### src/rtl/ctrl_pipeline.sv
// ID/EX, EX/MEM and MEM/WB control pipeline registers with load-use stall, branch flush and
// operand forwarding selects. Define CTRL_PIPE_FORWARD_EN to enable forwarding; otherwise RAW hazards stall.
module ctrl_pipeline #(
  parameter int NB_CTRL_WB = 2,
  parameter int NB_CTRL_M  = 3,
  parameter int NB_CTRL_EX = 3,
  parameter int NB_REG     = 5
) (
  input  logic                  i_clk,
  input  logic                  i_rst,
  input  logic [NB_CTRL_WB-1:0] i_ctrl_wb_bus,
  input  logic [NB_CTRL_M-1:0]  i_ctrl_mem_bus,
  input  logic [NB_CTRL_EX-1:0] i_ctrl_exc_bus,
  input  logic [NB_REG-1:0]     i_id_rs,
  input  logic [NB_REG-1:0]     i_id_rt,
  input  logic [NB_REG-1:0]     i_id_rd,
  input  logic                  i_branch_taken,
  output logic [NB_CTRL_EX-1:0] o_ex_ctrl,
  output logic [NB_CTRL_M-1:0]  o_mem_ctrl,
  output logic [NB_CTRL_WB-1:0] o_wb_ctrl,
  output logic [NB_REG-1:0]     o_wb_dest,
  output logic                  o_stall,
  output logic                  o_flush,
  output logic [1:0]            o_fwd_a,
  output logic [1:0]            o_fwd_b
);

  localparam int WB_REGWRITE = 1;
  localparam int M_MEMREAD   = 1;
  localparam int EX_REGDST   = 2;

  typedef struct packed {
    logic [NB_CTRL_WB-1:0] wb;
    logic [NB_CTRL_M-1:0]  mem;
    logic [NB_CTRL_EX-1:0] exc;
    logic [NB_REG-1:0]     rs;
    logic [NB_REG-1:0]     rt;
    logic [NB_REG-1:0]     dest;
  } idex_t;

  typedef struct packed {
    logic [NB_CTRL_WB-1:0] wb;
    logic [NB_CTRL_M-1:0]  mem;
    logic [NB_REG-1:0]     dest;
  } exmem_t;

  typedef struct packed {
    logic [NB_CTRL_WB-1:0] wb;
    logic [NB_REG-1:0]     dest;
  } memwb_t;

  idex_t  idex_q,  idex_d;
  exmem_t exmem_q, exmem_d;
  memwb_t memwb_q, memwb_d;
  logic   hazard;

  // Register 0 is hardwired, so a write to it never creates a dependency.
  function automatic logic hit(input logic wr, input logic [NB_REG-1:0] dst,
                               input logic [NB_REG-1:0] src);
    return wr && (dst != '0) && (dst == src);
  endfunction

`ifdef CTRL_PIPE_FORWARD_EN
  always_comb begin
    hazard = idex_q.mem[M_MEMREAD] &&
             (hit(1'b1, idex_q.dest, i_id_rs) || hit(1'b1, idex_q.dest, i_id_rt));
    o_fwd_a = 2'b00;
    if (hit(exmem_q.wb[WB_REGWRITE], exmem_q.dest, idex_q.rs))      o_fwd_a = 2'b10;
    else if (hit(memwb_q.wb[WB_REGWRITE], memwb_q.dest, idex_q.rs)) o_fwd_a = 2'b01;
    o_fwd_b = 2'b00;
    if (hit(exmem_q.wb[WB_REGWRITE], exmem_q.dest, idex_q.rt))      o_fwd_b = 2'b10;
    else if (hit(memwb_q.wb[WB_REGWRITE], memwb_q.dest, idex_q.rt)) o_fwd_b = 2'b01;
  end
`else
  // Without bypass paths, ID waits until every in-flight writer has reached MEM/WB.
  logic unused_srcs;
  assign unused_srcs = ^{idex_q.rs, idex_q.rt};
  always_comb begin
    hazard = hit(idex_q.wb[WB_REGWRITE],  idex_q.dest,  i_id_rs) ||
             hit(idex_q.wb[WB_REGWRITE],  idex_q.dest,  i_id_rt) ||
             hit(exmem_q.wb[WB_REGWRITE], exmem_q.dest, i_id_rs) ||
             hit(exmem_q.wb[WB_REGWRITE], exmem_q.dest, i_id_rt);
    o_fwd_a = 2'b00;
    o_fwd_b = 2'b00;
  end
`endif

  // A taken branch squashes the stalled instruction, so the stall is moot.
  assign o_stall = hazard && !i_branch_taken;
  assign o_flush = i_branch_taken;

  always_comb begin
    idex_d = '0;
    if (!o_stall && !i_branch_taken) begin
      idex_d.wb   = i_ctrl_wb_bus;
      idex_d.mem  = i_ctrl_mem_bus;
      idex_d.exc  = i_ctrl_exc_bus;
      idex_d.rs   = i_id_rs;
      idex_d.rt   = i_id_rt;
      idex_d.dest = i_ctrl_exc_bus[EX_REGDST] ? i_id_rd : i_id_rt;
    end
    exmem_d = '0;
    if (!i_branch_taken) begin
      exmem_d.wb   = idex_q.wb;
      exmem_d.mem  = idex_q.mem;
      exmem_d.dest = idex_q.dest;
    end
    memwb_d.wb   = exmem_q.wb;
    memwb_d.dest = exmem_q.dest;
  end

  always_ff @(posedge i_clk) begin
    if (!i_rst) begin
      idex_q  <= '0;
      exmem_q <= '0;
      memwb_q <= '0;
    end else begin
      idex_q  <= idex_d;
      exmem_q <= exmem_d;
      memwb_q <= memwb_d;
    end
  end

  assign o_ex_ctrl  = idex_q.exc;
  assign o_mem_ctrl = exmem_q.mem;
  assign o_wb_ctrl  = memwb_q.wb;
  assign o_wb_dest  = memwb_q.dest;

endmodule

### config.mk
export PLATFORM = sky130hd
export DESIGN_NAME = ctrl_pipeline
export DESIGN_NICKNAME = d
export VERILOG_FILES = /design/src/rtl/ctrl_pipeline.sv
export SDC_FILE = /design/constraint.sdc
export NUM_CORES = 1
export LEC_CHECK = 0
export CAP_MARGIN = 20
export CORE_MARGIN = 2
export CORE_UTILIZATION = 54
export DETAILED_ROUTE_END_ITERATION = 12
export DONT_BUFFER_PORTS = 1
export PLACE_DENSITY = 0.72
export SLEW_MARGIN = 20
export SYNTH_ARGS = -nofsm -noshare
export SYNTH_HDL_FRONTEND = slang
export SYNTH_SLANG_ARGS = --single-unit
### constraint.sdc
create_clock -name i_clk -period 1.5 [get_ports i_clk]
set_clock_uncertainty 0.15 [all_clocks]
set_input_delay 0.15 -clock i_clk [delete_from_list [all_inputs] [get_ports i_clk]]
set_output_delay 0.15 -clock i_clk [all_outputs]
set_load 0.02 [all_outputs]
==> reports/metrics.cfg, run 1 <==
[status]
status=finished with violations
violations=setup timing

[floorplanning]
coreArea_um2=2170
die_w_um=51.7
die_h_um=51.7
rows=17
die_area_um2=2670
start_util_pct=56.5
ioPinCount=45

[synthesis]
synth_seq_area_share_pct=49.0
synthCells=117
synth_most_common_cell=dfxtp_1
synth_area_um2=1230
yosysTopAreaCell=dfxtp_1
synth_top_area_share_pct=49.0
synth_area_leaders=dfxtp_1, xor2_1, and2_1, buf_4, and3_1
ys_ff_latch=30
synth_ff_type=dfxtp_1
yosys-top-cells-count=dfxtp_1, xor2_1, and2_1
synth_enable_flop_cells=0
yosys_warnings=0
ys_types=18
async_flop_share_pct=0
syn_avg_cell_area_um2=10.5

[timing]
tightest_slew_ns=0.657
tns_ns=-4.92
setup-violations-final=14
fmax_ghz=0.520
hold_violations=0
slew_viol_final=0
max_slew_margin_pct=56.0
fin_crit_sh_pct=128
period_needed_ns=1.92
fin_ws_ns=-0.424
rsz0062_at_grt=true

[clocking]
clock_path_buffers=2
htreeDepth=2
cts_buffers=5
insertion_delay_ns=0.33
cts_sinks=30
cts_tree=yes
clk_pin_slew_ns=0.10
root_buffer=clkbuf_4

[critical_path]
cpPeakStageDelay_ns=0.53
endpoint_kind=output port
cpLargestDelayFamily=simple AND/OR/NAND/NOR gates
crit_path_cell_trace=or4_4 > o21ai_2 > o22a_2 > nor2_4
worstSetupPathType=reg2out
start_kind=register
critPathBufInv=0
worstRegToRegCells=6
crit_fanout=4
crit_required_ns=1.20
cp.depth=4
crit_slowest_cell=or4_4
cp.arrival_ns=1.62

[flow_run]
cap_violations=0

[worst_hold_path]
hold_class=in2reg
min_path_cells=2

[detailed_routing]
drcViolationCount=0
num_vias=822
via_per_inst=4.86
drt_pass1_iterations=4
wl_um=2400
first_iter_violations=4
ant_nets=0
post_drt_wl_per_cell_um=14.2

[grt]
grt_pass1_wl_um=3920
grt-ovfl-total=0
first_global_vias=846
grt_max_degree=24
track_usage_pct=21.3
antenna_found_initial=0

[placed_design]
io_buffers=0
pre_cts_ws_ns=-0.185
gp_congestion=0.772
placed_area_um2=1220

[finish]
utilization_pct=72.8
antennaDiodeCount=0
fin_nets=166
finish.instance_area_um2=1580
drive_gt1_share_pct=27.7
syn2layout_area_growth_pct=28.8

[power]
p_leak_nw=0.724
powerDensity_nw_per_um2=1160
ir_drop_mv=1.32

report_power, final:
group          switching, mW  internal [mW]
Sequential            0.0222          0.819
Combinational         0.0576         0.0915
Clock                  0.277          0.565
Total                  0.356           1.48
what timing repair did:
| action | in CTS | in global routing |
|---|---|---|
| endpoints found under the setup margin | 14 | 14 |
| setup buffers | 2 | 0 |
| hold buffers | 19 | 1 |
| hold endpoints to repair | 20 | 2 |
| resized for setup | 9 | 4 |
| pin swaps | 9 | 3 |
final cells by class:
type | count | area [um^2]
clock buffer | 6 | 51.3
multi-input combinational | 76 | 562
tap | 28 | 35.0
clock inverter | 2 | 60.1
sequential | 30 | 611
timing repair buffer | 27 | 260
fill | 152 | 591
path summary, 6_finish.rpt:
check        startpoint            to  slack (ns)
max          exmem_q[1]       o_stall       -0.42
min               i_rst    exmem_q[2]        0.13
max reg2reg  exmem_q[1]    idex_q[22]       -0.38
min reg2reg  exmem_q[8]  o_wb_ctrl[0]        0.29
cells in the final DEF, fill, tap and decap left out:
master         Yosys  layout
dfxtp_1           30      22
buf_4             11       5
a22oi_1            2       2
or4_4              0       1
o22a_2             1       1
mux2_2             5       5
o21ai_1            2       1
and3_2             4       3
clkbuf_8           0       1
nor3_2             0       1
and2_2             1       1
dlygate4sd3_1      0      20
nor2_4             0       1
and3_4             0       1
nor2b_2            0       1
buf_6              1       2
nor2_1             5       4
dfxtp_2            0       8
conb_1             1       4
bufinv_16          0       2
and3_1             9       9
and2_1            16      16
or4_1              2       1
o21ai_2            0       1
xor2_1            20      20
clkbuf_4           0       5
nor3_1             4       3
stage by stage:
step                power (mW)  instances  hold slack, ns
global placement         0.952        139           0.128
floorplan                0.955        120           0.122
finish                    1.83        169           0.127
CTS                       1.84        168           0.133
global route              1.91        169           0.131
detailed placement       0.955        139           0.128
cells by family (layout without fill, tap and decap cells):
| group | after synthesis | count (layout) | synth area share, % |
|---|---|---|---|
| simple gates | 42 | 42 | 20.7 |
| flops | 30 | 30 | 49.0 |
| xor+xnor | 20 | 20 | 14.3 |
| buf+inv | 14 | 35 | 8.27 |
| compound gates | 5 | 5 | 2.86 |
| mux | 5 | 5 | 4.59 |
| other cells | 1 | 4 | 0.306 |
state kept, by name, summed over array words and instances, names as in the netlist:
register,cells
o_ex_ctrl,3
o_wb_dest,5
o_mem_ctrl,3
idex_q,10
exmem_q,7
o_wb_ctrl,2
metal layers:
layer  track usage, %  routed length, um  part of all wire [%]  vias to the layer above
met5                0                  0                     0                        -
met1             24.0                972                    41                      374
li1                 -                  -                     -                      419
met2             32.9               1240                    52                       29
met4             9.21                  0                     0                        0
met3             11.8                186                   7.8                        0
No activity file was read; power rests on OpenSTA's default activity.
==> inputs of run 2 (changes only) <==
--- a/config.mk
+++ b/config.mk
@@ -5,12 +5,14 @@
 export SDC_FILE = /design/constraint.sdc
 export NUM_CORES = 1
 export LEC_CHECK = 0
+export ABC_CLOCK_PERIOD_IN_PS = 1500
 export CAP_MARGIN = 20
 export CORE_MARGIN = 2
 export CORE_UTILIZATION = 54
 export DETAILED_ROUTE_END_ITERATION = 12
 export DONT_BUFFER_PORTS = 1
 export PLACE_DENSITY = 0.72
+export SKIP_CTS_REPAIR_TIMING = 1
 export SLEW_MARGIN = 20
 export SYNTH_ARGS = -nofsm -noshare
 export SYNTH_HDL_FRONTEND = slang
==> reports/metrics.cfg, run 2 (synthesis gave the netlist of run 1 again) <==
[timing]
fin_ws_ns=-0.544  ; was -0.424 ns
fin_hold_ws_ns=-0.0125  ; was 0.127 ns
max_slew_margin_pct=56.2  ; was 56.0%
tns_ns=-4.71  ; was -4.92 ns
tightest_slew_ns=0.654  ; was 0.657 ns
fmax_ghz=0.489  ; was 0.520 GHz
hold_violations=7  ; was 0
setup-violations-final=14  ; unchanged
period_needed_ns=2.04  ; was 1.92 ns
slew_viol_final=0  ; unchanged
rsz0062_at_grt=true  ; unchanged
fin_crit_sh_pct=136  ; was 128%

[detailed_routing]
first_iter_violations=24  ; was 4
drt_pass1_iterations=4  ; unchanged
wl_um=2740  ; was 2400 um
drcViolationCount=0  ; unchanged
ant_nets=0  ; unchanged
via_per_inst=5.03  ; was 4.86
post_drt_wl_per_cell_um=15.5  ; was 14.2 um
num_vias=885  ; was 822

[clocking]
cts_sinks=30  ; unchanged
cts_buffers=5  ; unchanged
clk_pin_slew_ns=0.10  ; about the same
insertion_delay_ns=0.34  ; was 0.33 ns
clock_path_buffers=2  ; unchanged
cts_tree=yes  ; unchanged
htreeDepth=2  ; unchanged
root_buffer=clkbuf_4  ; unchanged

[floorplanning]
rows=17  ; unchanged
die_h_um=51.7  ; unchanged
die_area_um2=2670  ; unchanged
ioPinCount=45  ; unchanged
die_w_um=51.7  ; unchanged
start_util_pct=56.5  ; unchanged
coreArea_um2=2170  ; unchanged

[flow_run]
cap_violations=0  ; unchanged

[finish]
multi_input_area_um2=594  ; was 562 um^2
seqCellArea_um2=607  ; was 611 um^2
fin_nets=173  ; was 166
layout_common_cells=dfxtp_1, xor2_1, dlygate4sd3_1, and2_1, buf_4  ; was dfxtp_1, xor2_1, dlygate4sd3_1, and2_1, and3_1
syn2layout_area_growth_pct=34.6  ; was 28.8%
fin_cells=176  ; was 169
layout_commonest_cell=dfxtp_1  ; unchanged
fillers=142  ; was 152
drive_gt1_share_pct=33.1  ; was 27.7%
largest_register=idex_q  ; unchanged
antennaDiodeCount=0  ; unchanged
largest_register_ffs=10  ; unchanged
finish.instance_area_um2=1650  ; was 1580 um^2
utilization_pct=76.1  ; was 72.8%

[placed_design]
dp_cells=139  ; unchanged
pre_cts_ws_ns=-0.185  ; unchanged
gp_congestion=0.772  ; unchanged
placed_area_um2=1220  ; unchanged
io_buffers=0  ; unchanged

[critical_path]
critPathBufInv=0  ; unchanged
worstSetupPathType=reg2out  ; unchanged
crit_required_ns=1.20  ; about the same
endpoint_kind=output port  ; unchanged
cp.arrival_ns=1.74  ; was 1.62 ns
start_kind=register  ; unchanged
crit_path_cell_trace=or4_4 > o21ai_2 > o22a_2 > nor2_4  ; unchanged
crit_fanout=5  ; was 4
crit_slowest_cell=or4_4  ; unchanged
r2r_setup_slack_ns=-0.49  ; was -0.38 ns
cpLargestDelayFamily=simple AND/OR/NAND/NOR gates  ; unchanged
cpPeakStageDelay_ns=0.53  ; about the same

[grt]
grt-ovfl-total=0  ; unchanged
grt_pass1_wl_um=3330  ; was 3920 um
antenna_found_initial=0  ; unchanged
first_global_vias=742  ; was 846
grt_max_degree=24  ; unchanged
track_usage_pct=18.2  ; was 21.3%

[power]
powerDensity_nw_per_um2=1130  ; was 1160 nW/um^2
p_leak_nw=0.753  ; was 0.724 nW
ir_drop_mv=0.990  ; was 1.32 mV
finalPower_mw=1.86  ; was 1.83 mW

[status]
status=finished with violations  ; unchanged
violations=hold timing, setup timing  ; was setup timing

[worst_hold_path]
hold_class=in2reg  ; unchanged

## run 2: cell count changes in the layout (fill, tap and decap cells not counted), moves of 2 or more
cell / previous run / this run
dfxtp_1: 22 / 25
nor3_1: 3 / 1
a22oi_1: 2 / 0
a22oi_2: 0 / 2
buf_4: 5 / 12
dfxtp_2: 8 / 5
nor3_2: 1 / 3
## run 2: cell type report
type	instances	share of cell area, %
Tap cell	28	2.12
Multi-Input combinational cell	77	36.0
Clock inverter	2	3.64
Sequential cell	30	36.8
Timing Repair Buffer	33	18.3
Clock buffer	6	3.11
## run 2: metal layers
| metal | wire length, um | share of wire, % | global-route usage, % |
|---|---|---|---|
| met1 | 1090 | 40 | 20.2 |
| met4 | 74 | 2.7 | 15.8 |
| met2 | 1400 | 51 | 25.2 |
| met3 | 175 | 6.4 | 9.48 |
| met5 | 0 | 0 | 0 |
## run 2: path summary, 6_finish.rpt
path                   from       endpoint  cells past startpoint
min          i_branch_taken     exmem_q[2]                      2
min reg2reg      idex_q[19]  o_mem_ctrl[1]                      1
max              exmem_q[1]        o_stall                      4
max reg2reg       idex_q[1]   o_ex_ctrl[2]                      9
## run 2: power by group
group	total, mW	switching [mW]	leakage [nW]	internal (mW)
combinational	0.168	0.0691	0.448	0.0991
clock	0.853	0.288	0.0585	0.565
sequential	0.842	0.0234	0.246	0.819
total	1.86	0.381	0.753	1.48
## run 2: worst reg2reg max path: stages (launching register included)
cell and delay, ns:
dfxtp_2 0.35, buf_4 0.13, xor2_1 0.15, nor2_1 0.17, a22oi_2 0.12, o22a_2 0.29
buf_4 0.16, buf_6 0.10, buf_6 0.10, and3_2 0.18
==> inputs of run 3 (changes only) <==
==> config.mk (replaced) <==
export PLATFORM = sky130hd
export DESIGN_NAME = ctrl_pipeline
export DESIGN_NICKNAME = d
export VERILOG_FILES = /design/src/rtl/ctrl_pipeline.sv
export SDC_FILE = /design/constraint.sdc
export NUM_CORES = 1
export LEC_CHECK = 0
export ABC_CLOCK_PERIOD_IN_PS = 2600
export CAP_MARGIN = 20
export CORE_MARGIN = 2
export CORE_UTILIZATION = 60
export DETAILED_ROUTE_END_ITERATION = 12
export DONT_BUFFER_PORTS = 1
export PLACE_DENSITY = 0.76
export SLEW_MARGIN = 20
export SYNTH_ARGS = -nofsm -noshare
export SYNTH_HDL_FRONTEND = slang
export SYNTH_SLANG_ARGS = --single-unit
==> constraint.sdc (replaced) <==
create_clock -name i_clk -period 2.6 [get_ports i_clk]
set_clock_uncertainty 0.15 [all_clocks]
set_input_delay 0.26 -clock i_clk [delete_from_list [all_inputs] [get_ports i_clk]]
set_output_delay 0.26 -clock i_clk [all_outputs]
set_load 0.02 [all_outputs]
==> reports/metrics.cfg, run 3 (synthesis gave the netlist of run 1 again) <==
[status]
status=finished, final reports clean  ; was finished with violations

[finish]
largest_register_ffs=10  ; unchanged
largest_register=idex_q  ; unchanged
fin_nets=149  ; was 173
antennaDiodeCount=0  ; unchanged
drive_gt1_share_pct=15.4  ; was 33.1%
layout_commonest_cell=dfxtp_1  ; unchanged
finish.instance_area_um2=1350  ; was 1650 um^2
syn2layout_area_growth_pct=10.0  ; was 34.6%
utilization_pct=69.5  ; was 76.1%
layout_common_cells=dfxtp_1, xor2_1, and2_1, and3_1, dlygate4sd3_1  ; was dfxtp_1, xor2_1, dlygate4sd3_1, and2_1, buf_4

[power]
finalPower_uw=926  ; was 1.86 mW
p_leak_nw=0.628  ; was 0.753 nW
ir_drop_mv=0.541  ; was 0.990 mV
powerDensity_nw_per_um2=686  ; was 1130 nW/um^2

[clocking]
clock_path_buffers=2  ; unchanged
cts_hold_buf=9
cts_resized=0
cts_buffers=5  ; unchanged
htreeDepth=2  ; unchanged
root_buffer=clkbuf_4  ; unchanged
post_cts_buffers=0
insertion_delay_ns=0.32  ; was 0.34 ns
cts_tree=yes  ; unchanged
clk_pin_slew_ns=0.09  ; was 0.10 ns
cts_sinks=30  ; unchanged

[detailed_routing]
drt_pass1_iterations=4  ; unchanged
wl_um=2080  ; was 2740 um
via_per_inst=4.93  ; was 5.03
drcViolationCount=0  ; unchanged
num_vias=739  ; was 885
first_iter_violations=7  ; was 24
ant_nets=0  ; unchanged
post_drt_wl_per_cell_um=13.9  ; was 15.5 um

[critical_path]
worstSetupPathType=reg2out  ; unchanged
crit_start=idex_q[2]  ; was exmem_q[1]
crit_slowest_cell=dfxtp_1  ; was or4_4
r2r_start=exmem_q[1]  ; was idex_q[1]
crit_path_cell_trace=xor2_1 > nor3_1 > a22oi_1 > o22a_2 > nor2_1  ; was or4_4 > o21ai_2 > o22a_2 > nor2_4
crit_required_ns=2.19  ; was 1.20 ns
r2r_setup_slack_ns=0.88  ; was -0.49 ns
endpoint_kind=output port  ; unchanged
start_kind=register  ; unchanged
cp.arrival_ns=1.80  ; was 1.74 ns
critPathBufInv=0  ; unchanged
cpPeakStageDelay_ns=0.36  ; was 0.53 ns
cpLargestDelayFamily=simple AND/OR/NAND/NOR gates  ; unchanged
crit_fanout=14  ; was 5

[flow_run]
cap_violations=0  ; unchanged

[floorplanning]
die_area_um2=2420  ; was 2670 um^2
rows=16  ; was 17
die_w_um=49.2  ; was 51.7 um
ioPinCount=45  ; unchanged
die_h_um=49.2  ; was 51.7 um
coreArea_um2=1940  ; was 2170 um^2
start_util_pct=63.1  ; was 56.5%

[grt]
grt_max_degree=24  ; unchanged
antenna_found_initial=0  ; unchanged
grt_pass1_wl_um=3510  ; was 3330 um
track_usage_pct=20.1  ; was 18.2%
grt-ovfl-total=0  ; unchanged
first_global_vias=788  ; was 742

[timing]
fmax_ghz=0.453
slew_viol_final=0  ; unchanged
rsz0062_at_grt=false  ; was true
period_needed_ns=2.21
fin_crit_sh_pct=84.9
hold_violations=0  ; was 7
setup-violations-final=0  ; was 14
tns_ns=0  ; was -4.71 ns

[placed_design]
io_buffers=0  ; unchanged
gp_congestion=0.840  ; was 0.772
placed_area_um2=1180  ; was 1220 um^2
dp_hpwl_um=1420

[worst_hold_path]
hold_class=in2reg  ; unchanged
min-delay-start=i_id_rt[0]  ; was i_branch_taken

[run 3: report_power, final]
group	leakage [nW]	internal [mW]	total, mW	switching [mW]
combinational	0.339	0.0377	0.0642	0.0265
clock	0.0443	0.224	0.376	0.152
sequential	0.244	0.472	0.485	0.0134
total	0.628	0.733	0.926	0.192
[run 3: worst paths after layout]
check	depth (start not counted)	endpoint
worst min-delay path	2	idex_q[0]
worst min register to register	1	o_mem_ctrl[2]
worst max register to register	4	o_ex_ctrl[0]
worst max-delay path	5	o_stall
[run 3: per-layer routing]
metal,GRT usage [%],part of all wire [%]
met1,21.7,42
met2,32.4,47
met3,10.7,9.6
met4,8.57,0.96
met5,0,0
[run 3: area by class of cell]
| cell class | instances | area, um^2 |
|---|---|---|
| clock buffer | 6 | 51.3 |
| clock inverter | 1 | 30.0 |
| sequential | 30 | 601 |
| timing repair buffer | 10 | 97.6 |
| tap | 27 | 33.8 |
| fill | 153 | 593 |
| multi-input combinational | 76 | 536 |
[run 3: stage by stage]
stage / hold slack, ns / std cells / worst slack (ns)
final: 0.0615 / 150 / 0.393
after global routing: 0.0462 / 150 / 0.267
after CTS: 0.0500 / 150 / 0.392
after detailed placement: 0.239 / 134 / 0.766
after global placement: 0.238 / 134 / 0.776
after floorplan: 0.232 / 120 / 0.793
[run 3: worst register-to-register path, cell delays in order (launching register included)]
cell     delay [ns]
dfxtp_1        0.36
or4_1          0.53
o21ai_1        0.15
o22a_2         0.27
and3_2         0.21
